===== src/rtl/alu_pkg.sv =====
// Shared ALU definitions: op-code map and the multiply/divide sequencer state encoding.
package alu_pkg;

    localparam logic [3:0] OP_ADD = 4'b0000;
    localparam logic [3:0] OP_SUB = 4'b0001;
    localparam logic [3:0] OP_MUL = 4'b0010;
    localparam logic [3:0] OP_DIV = 4'b0011;
    localparam logic [3:0] OP_SHR = 4'b0100;
    localparam logic [3:0] OP_SHL = 4'b0101;
    localparam logic [3:0] OP_ROR = 4'b0110;
    localparam logic [3:0] OP_ROL = 4'b0111;
    localparam logic [3:0] OP_AND = 4'b1000;
    localparam logic [3:0] OP_OR  = 4'b1001;
    localparam logic [3:0] OP_NEG = 4'b1010;
    localparam logic [3:0] OP_NOT = 4'b1011;

    typedef enum logic [2:0] {
        ST_IDLE,
        ST_MUL,
        ST_DIV,
        ST_FIX,
        ST_DONE
    } mds_state_e;

endpackage


===== src/rtl/alu_muldiv_seq.sv =====
// Iterative signed multiply (radix-2 Booth) and signed divide (restoring on magnitudes)
// sharing one WIDTH+1 bit adder/subtractor; results land in ZHI/ZLO on entry to DONE.
module alu_muldiv_seq
    import alu_pkg::*;
#(
    parameter int WIDTH = 32,
    parameter int CNT_W = 6
) (
    input  logic             clk,
    input  logic             clr,
    input  logic             start,
    input  logic [3:0]       ctrl,
    input  logic [WIDTH-1:0] A,
    input  logic [WIDTH-1:0] B,
    output logic             busy,
    output logic             done,
    output logic             div0,
    output logic             illegal,
    output logic [WIDTH-1:0] ZHI,
    output logic [WIDTH-1:0] ZLO
);

    localparam logic [CNT_W-1:0] LAST = CNT_W'(WIDTH - 1);

    mds_state_e       state_q, state_d;
    logic [CNT_W-1:0] cnt_q, cnt_d;
    logic [WIDTH:0]   hi_q, hi_d;     // Booth P_hi (sign-extended) or remainder
    logic [WIDTH-1:0] lo_q, lo_d;     // Booth P_lo or quotient
    logic             qm1_q, qm1_d;
    logic [WIDTH:0]   opnd_q, opnd_d; // sign-extended multiplicand or |divisor|
    logic             negq_q, negq_d;
    logic             negr_q, negr_d;
    logic [WIDTH-1:0] zhi_q, zhi_d;
    logic [WIDTH-1:0] zlo_q, zlo_d;
    logic             div0_q, div0_d;
    logic             ill_q, ill_d;
    logic             done_q, done_d;

    logic [WIDTH:0]   add_a, add_b, sum;
    logic             add_sub;
    logic [WIDTH:0]   booth_hi;
    logic [WIDTH-1:0] abs_a, abs_b;

    assign abs_a = A[WIDTH-1] ? (WIDTH'(0) - A) : A;
    assign abs_b = B[WIDTH-1] ? (WIDTH'(0) - B) : B;

    // One adder serves both paths: Booth add/sub of A, or restoring trial subtract of |B|.
    always_comb begin
        add_a   = hi_q;
        add_b   = opnd_q;
        add_sub = lo_q[0];
        if (state_q == ST_DIV) begin
            add_a   = {hi_q[WIDTH-1:0], lo_q[WIDTH-1]};
            add_sub = 1'b1;
        end
        sum      = add_sub ? (add_a - add_b) : (add_a + add_b);
        booth_hi = (lo_q[0] ^ qm1_q) ? sum : hi_q;
    end

    always_comb begin
        state_d = state_q;
        cnt_d   = cnt_q;
        hi_d    = hi_q;
        lo_d    = lo_q;
        qm1_d   = qm1_q;
        opnd_d  = opnd_q;
        negq_d  = negq_q;
        negr_d  = negr_q;
        zhi_d   = zhi_q;
        zlo_d   = zlo_q;
        div0_d  = div0_q;
        ill_d   = ill_q;
        done_d  = (state_q == ST_DONE);

        case (state_q)
            ST_IDLE: begin
                if (start) begin
                    cnt_d  = '0;
                    div0_d = 1'b0;
                    ill_d  = 1'b0;
                    qm1_d  = 1'b0;
                    hi_d   = '0;
                    negq_d = A[WIDTH-1] ^ B[WIDTH-1];
                    negr_d = A[WIDTH-1];
                    case (ctrl)
                        OP_MUL: begin
                            lo_d    = B;
                            opnd_d  = {A[WIDTH-1], A};
                            state_d = ST_MUL;
                        end
                        OP_DIV: begin
                            if (B == '0) begin
                                div0_d  = 1'b1;
                                zlo_d   = '1;
                                zhi_d   = A;
                                state_d = ST_DONE;
                            end else begin
                                lo_d    = abs_a;
                                opnd_d  = {1'b0, abs_b};
                                state_d = ST_DIV;
                            end
                        end
                        default: begin
                            ill_d   = 1'b1;
                            zhi_d   = '0;
                            zlo_d   = '0;
                            state_d = ST_DONE;
                        end
                    endcase
                end
            end
            ST_MUL: begin
                hi_d  = {booth_hi[WIDTH], booth_hi[WIDTH:1]};
                lo_d  = {booth_hi[0], lo_q[WIDTH-1:1]};
                qm1_d = lo_q[0];
                cnt_d = cnt_q + 1'b1;
                if (cnt_q == LAST) begin
                    zhi_d   = hi_d[WIDTH-1:0];
                    zlo_d   = lo_d;
                    state_d = ST_DONE;
                end
            end
            ST_DIV: begin
                // Non-negative trial (sign bit clear) keeps the subtraction.
                hi_d  = sum[WIDTH] ? add_a : sum;
                lo_d  = {lo_q[WIDTH-2:0], ~sum[WIDTH]};
                cnt_d = cnt_q + 1'b1;
                if (cnt_q == LAST) begin
                    state_d = ST_FIX;
                end
            end
            ST_FIX: begin
                zlo_d   = negq_q ? (WIDTH'(0) - lo_q) : lo_q;
                zhi_d   = negr_q ? (WIDTH'(0) - hi_q[WIDTH-1:0]) : hi_q[WIDTH-1:0];
                state_d = ST_DONE;
            end
            ST_DONE: begin
                state_d = ST_IDLE;
            end
            default: begin
                state_d = ST_IDLE;
            end
        endcase
    end

    always_ff @(posedge clk or negedge clr) begin
        if (!clr) begin
            state_q <= ST_IDLE;
            cnt_q   <= '0;
            hi_q    <= '0;
            lo_q    <= '0;
            qm1_q   <= 1'b0;
            opnd_q  <= '0;
            negq_q  <= 1'b0;
            negr_q  <= 1'b0;
            zhi_q   <= '0;
            zlo_q   <= '0;
            div0_q  <= 1'b0;
            ill_q   <= 1'b0;
            done_q  <= 1'b0;
        end else begin
            state_q <= state_d;
            cnt_q   <= cnt_d;
            hi_q    <= hi_d;
            lo_q    <= lo_d;
            qm1_q   <= qm1_d;
            opnd_q  <= opnd_d;
            negq_q  <= negq_d;
            negr_q  <= negr_d;
            zhi_q   <= zhi_d;
            zlo_q   <= zlo_d;
            div0_q  <= div0_d;
            ill_q   <= ill_d;
            done_q  <= done_d;
        end
    end

    assign busy    = (state_q == ST_MUL) || (state_q == ST_DIV) || (state_q == ST_FIX);
    assign done    = done_q;
    assign div0    = div0_q;
    assign illegal = ill_q;
    assign ZHI     = zhi_q;
    assign ZLO     = zlo_q;

endmodule


===== config.mk =====
export PLATFORM = sky130hd
export DESIGN_NAME = alu_muldiv_seq
export DESIGN_NICKNAME = d
export VERILOG_FILES = /design/src/rtl/alu_pkg.sv /design/src/rtl/alu_muldiv_seq.sv
export SDC_FILE = /design/constraint.sdc
export NUM_CORES = 1
export LEC_CHECK = 0
export CORE_ASPECT_RATIO = 0.6
export CORE_MARGIN = 2
export CORE_UTILIZATION = 35
export CTS_CLUSTER_SIZE = 10
export DETAILED_ROUTE_END_ITERATION = 16
export GPL_TIMING_DRIVEN = 0
export PLACE_DENSITY = 0.53
export SETUP_SLACK_MARGIN = 0.15
export SYNTH_ARGS = -nofsm -noshare
export SYNTH_HDL_FRONTEND = slang
export SYNTH_SLANG_ARGS = --single-unit
export TNS_END_PERCENT = 30

===== constraint.sdc =====
create_clock -name clk -period 12.4 [get_ports clk]
set_input_delay 1.86 -clock clk [delete_from_list [all_inputs] [get_ports clk]]
set_output_delay 1.86 -clock clk [all_outputs]
set_load 0.05 [all_outputs]

==> reports/qor.csv <==
metric,value,unit
synth_top_family_by_area,compound AO/OA/AOI/OAI gates,
cap_violations,2,
period_needed,7.13,ns
cts_tree,built,
synth_cells,1903,
peakVddDrop,0.146,mV
hp-start,cnt_q[0]$_DFFE_PN0P_,
cts_max_path_buffers,2,
gp_congestion,0.983,
initial_core_util,35.3,%
path_common_cell,clkbuf_1,
overflow,0,
synth_edf_count,0,
crit_chain,clkbuf_1 -> nor3b_1 -> clkbuf_1 -> clkbuf_1 -> buf_1 -> a21oi_1 -> ha_1 -> fa_1 -> nor2b_1 -> o211ai_1 -> a31oi_1 -> o2111ai_1 -> a31o_2 -> a21boi_0 -> mux2i_1 -> a221oi_1 -> a21oi_1,
netlist_area,14700,µm²
crit_path_top_delay_cell,mux2i_1,
rsz0062_at_grt,no,
drt-total-wl,67100,µm
finalSetupTns,0,ns
cts_setup_buffers,0,
chipHeight,163,µm
nets,2167,
min_path_cells,1,
crit_family,buffers and inverters,
dieArea,43800,µm²
post_synth_num_cell_types,74,
path_max_fanout,10,
failed_checks,"max-capacitance violations, max-slew violations",
power.density,322,nW/µm²
path_clk_slew,0.07,ns
ys_ff_latch,177,
port_buffers,134,
synth_mux_area_share,2.57,%
layout-drive-gt1-share,3.86,%
start_kind,register,
synth-compound-area-share,27.9,%
hold_class,reg2reg,
max_stage_delay,0.84,ns
cts_sinks,177,
regToRegSetupSlack,5.27,ns
antenna_left,0,
async_flop_share,100,%
postCtsHoldBufs,0,
status,"finished, violations left",
report.final.hold_viol_count,0,
area_growth,18.5,%
finalSetupViolations,0,
yosysWarningCount,0,
synth_xor_area_share,10.8,%
period_share,57.5,%
dpl_worst_slack,5.53,ns
antenna_found_initial,1,
power,5.61,mW
synth.yosys.seq_area_share,30.1,%
timing.fmax,0.140,GHz
clk_latency,0.47,ns
min_to,cnt_q[0]$_DFFE_PN0P_,
syn_area_per_cell,7.74,µm²
reg2reg_depth,17,
tightest_slew,1.55,ns
r2r_start,state_q[1]$_DFFE_PN0P_,
cellLeakagePower,6.74,nW
grt_pass1_vias,14600,
layout_setup_ws,5.27,ns
grt_pass1_wl,98700,µm
pin_count,139,
cp.required,12.79,ns
nFillCells,4355,
crit_buf_inv,4,
firstDrtPassIters,7,
path_class,reg2reg,
cts_root_buf,clkbuf_16,
synthSimpleGateAreaFrac,20.1,%
ctsResizeCount,0,
grt_max_degree,96,
final.setup_skew,0.0129,ns
relSlewSlack,-3.85,%
dp_hpwl,53000,µm
core_area,41700,µm²
drt_iter0_markers,2476,
drc,0,
whs,0.505,ns
ys.flop_type,dfrtp_1,
via_per_inst,6.11,
routedWlPerCell,25.4,µm
syn-num-nets,2013,
cts-htree-levels,4,
timing.rr.end,hi_q[19]$_DFFE_PN0P_,
synthAdderAreaFrac,3.37,%
cp-end-kind,register,
critPathArrivalTime,7.52,ns
finalMaxSlewViolations,16,
die_w,269,µm
globalRouteTotalUtil,30.8,%
cts_made_buffers,17,
vias,16100,
num_rows,58,
==> flip-flops by register name (all words and copies together), names as in the netlist <==
name / flops
add_b: 33
hi_q: 33
ZHI: 32
ZLO: 32
lo_q: 32
cnt_q: 6
state_q: 3
div0: 1
done: 1
illegal: 1
negq_q: 1
negr_q: 1
qm1_q: 1
==> final cells by class <==
type	count	area, µm²	share of cell area [%]
diodes	1	2.50	0.0143
plain buffers	171	694	3.98
clock buffers	18	439	2.52
clock inverters	14	176	1.01
inverters	20	75.1	0.430
multi-input cells	1535	9540	54.7
flip-flops and latches	177	4430	25.4
well taps	570	713	4.09
repair buffers	135	1370	7.88
==> metal layers <==
layer	up-vias	part of all wire (%)	wire length, µm	GRT usage (%)
li1	7231	-	-	-
met1	7853	48	32000	48.8
met2	963	38	25300	39.8
met3	90	13	8600	8.75
met4	0	1.9	1250	6.89
met5	-	0	0	0
==> placed cells by master (no fill, tap or decap), types with 6 or more instances in the layout <==
cell,instances
nor3_1,24
clkdlybuf4s50_1,133
inv_1,20
a211oi_1,37
o21a_1,12
or2_2,7
a21o_1,19
clkbuf_16,17
and2_1,12
nor2_1,220
nor2b_1,11
nand2b_1,23
mux2i_1,31
nor4_1,11
a221oi_1,70
or3_1,18
or4_1,19
a222oi_1,17
mux2_2,6
nand4_1,6
buf_2,16
a22oi_1,19
xor2_1,84
o211ai_1,17
ha_1,38
a31oi_1,27
nand2_1,250
clkbuf_1,146
o21ai_0,118
a21oi_1,166
nand3_1,26
xnor2_1,96
dfrtp_1,177
o31ai_1,45
o21ai_1,13
o41ai_1,23
==> worst max-delay path by stage <==
stage | startpoint | endpoint | cells after the start
after CTS | state_q[2]$_DFFE_PN0P_ | hi_q[19]$_DFFE_PN0P_ | 17
after floorplan | B[0] | ZLO[17]$_DFFE_PN0P_ | 12
after global placement | clr | ZLO[10]$_DFFE_PN0P_ | 1
after global routing | state_q[1]$_DFFE_PN0P_ | hi_q[19]$_DFFE_PN0P_ | 17
after detailed placement | state_q[2]$_DFFE_PN0P_ | hi_q[19]$_DFFE_PN0P_ | 17
final | state_q[1]$_DFFE_PN0P_ | hi_q[19]$_DFFE_PN0P_ | 17
==> cell usage after synthesis (all sizes together) (5+ instances only) <==
cell type | instances | area share (%)
and3 | 5 | 0.21
a31oi | 27 | 1.1
inv | 20 | 0.51
nand3 | 26 | 0.88
a211oi | 38 | 2.0
nand2b | 23 | 0.98
a21o | 19 | 0.97
o21a | 12 | 0.61
a222oi | 17 | 1.2
o21ai | 131 | 4.5
o31ai | 45 | 2.3
nand4 | 6 | 0.26
mux2 | 6 | 0.46
dfrtp | 177 | 30
nand2 | 250 | 6.4
buf | 24 | 0.96
xnor2 | 97 | 5.8
clkbuf | 147 | 3.8
a221oi | 70 | 4.2
xor2 | 84 | 5.0
nor4 | 13 | 0.70
nor3 | 24 | 0.82
nor3b | 5 | 0.26
and2 | 12 | 0.51
a21oi | 166 | 5.6
nor2b | 11 | 0.47
or3 | 18 | 0.76
mux2i | 31 | 2.1
o41ai | 23 | 1.4
or4 | 20 | 1.0
or2 | 8 | 0.34
a22oi | 19 | 0.97
nor2 | 221 | 5.7
ha | 38 | 3.2
o211ai | 17 | 0.87
==> power by group <==
| part | switching, mW | internal, mW | leakage [nW] |
|---|---|---|---|
| logic | 2.63 | 1.37 | 4.26 |
| registers | 0.195 | 0.813 | 2.18 |
| clock network | 0.284 | 0.326 | 0.298 |
| total | 3.11 | 2.51 | 6.74 |
==> cell families after synthesis <==
family / after synthesis
AO/OA/AOI/OAI: 622
XOR/XNOR: 181
adder cells (fa/ha/maj): 39
buffers and inverters: 191
flip-flops: 177
multiplexers: 37
AND/OR/NAND/NOR: 656
==> stage by stage <==
step | instance area, µm² | instances | utilization (%)
after detailed placement | 16800 | 2608 | 40.4
final | 17400 | 2641 | 41.9
after CTS | 17400 | 2640 | 41.8
after global routing | 17400 | 2640 | 41.9
after global placement | 16800 | 2607 | 40.3
after floorplan | 14700 | 1903 | -
Note: power is estimated with default switching activity, not from simulation.
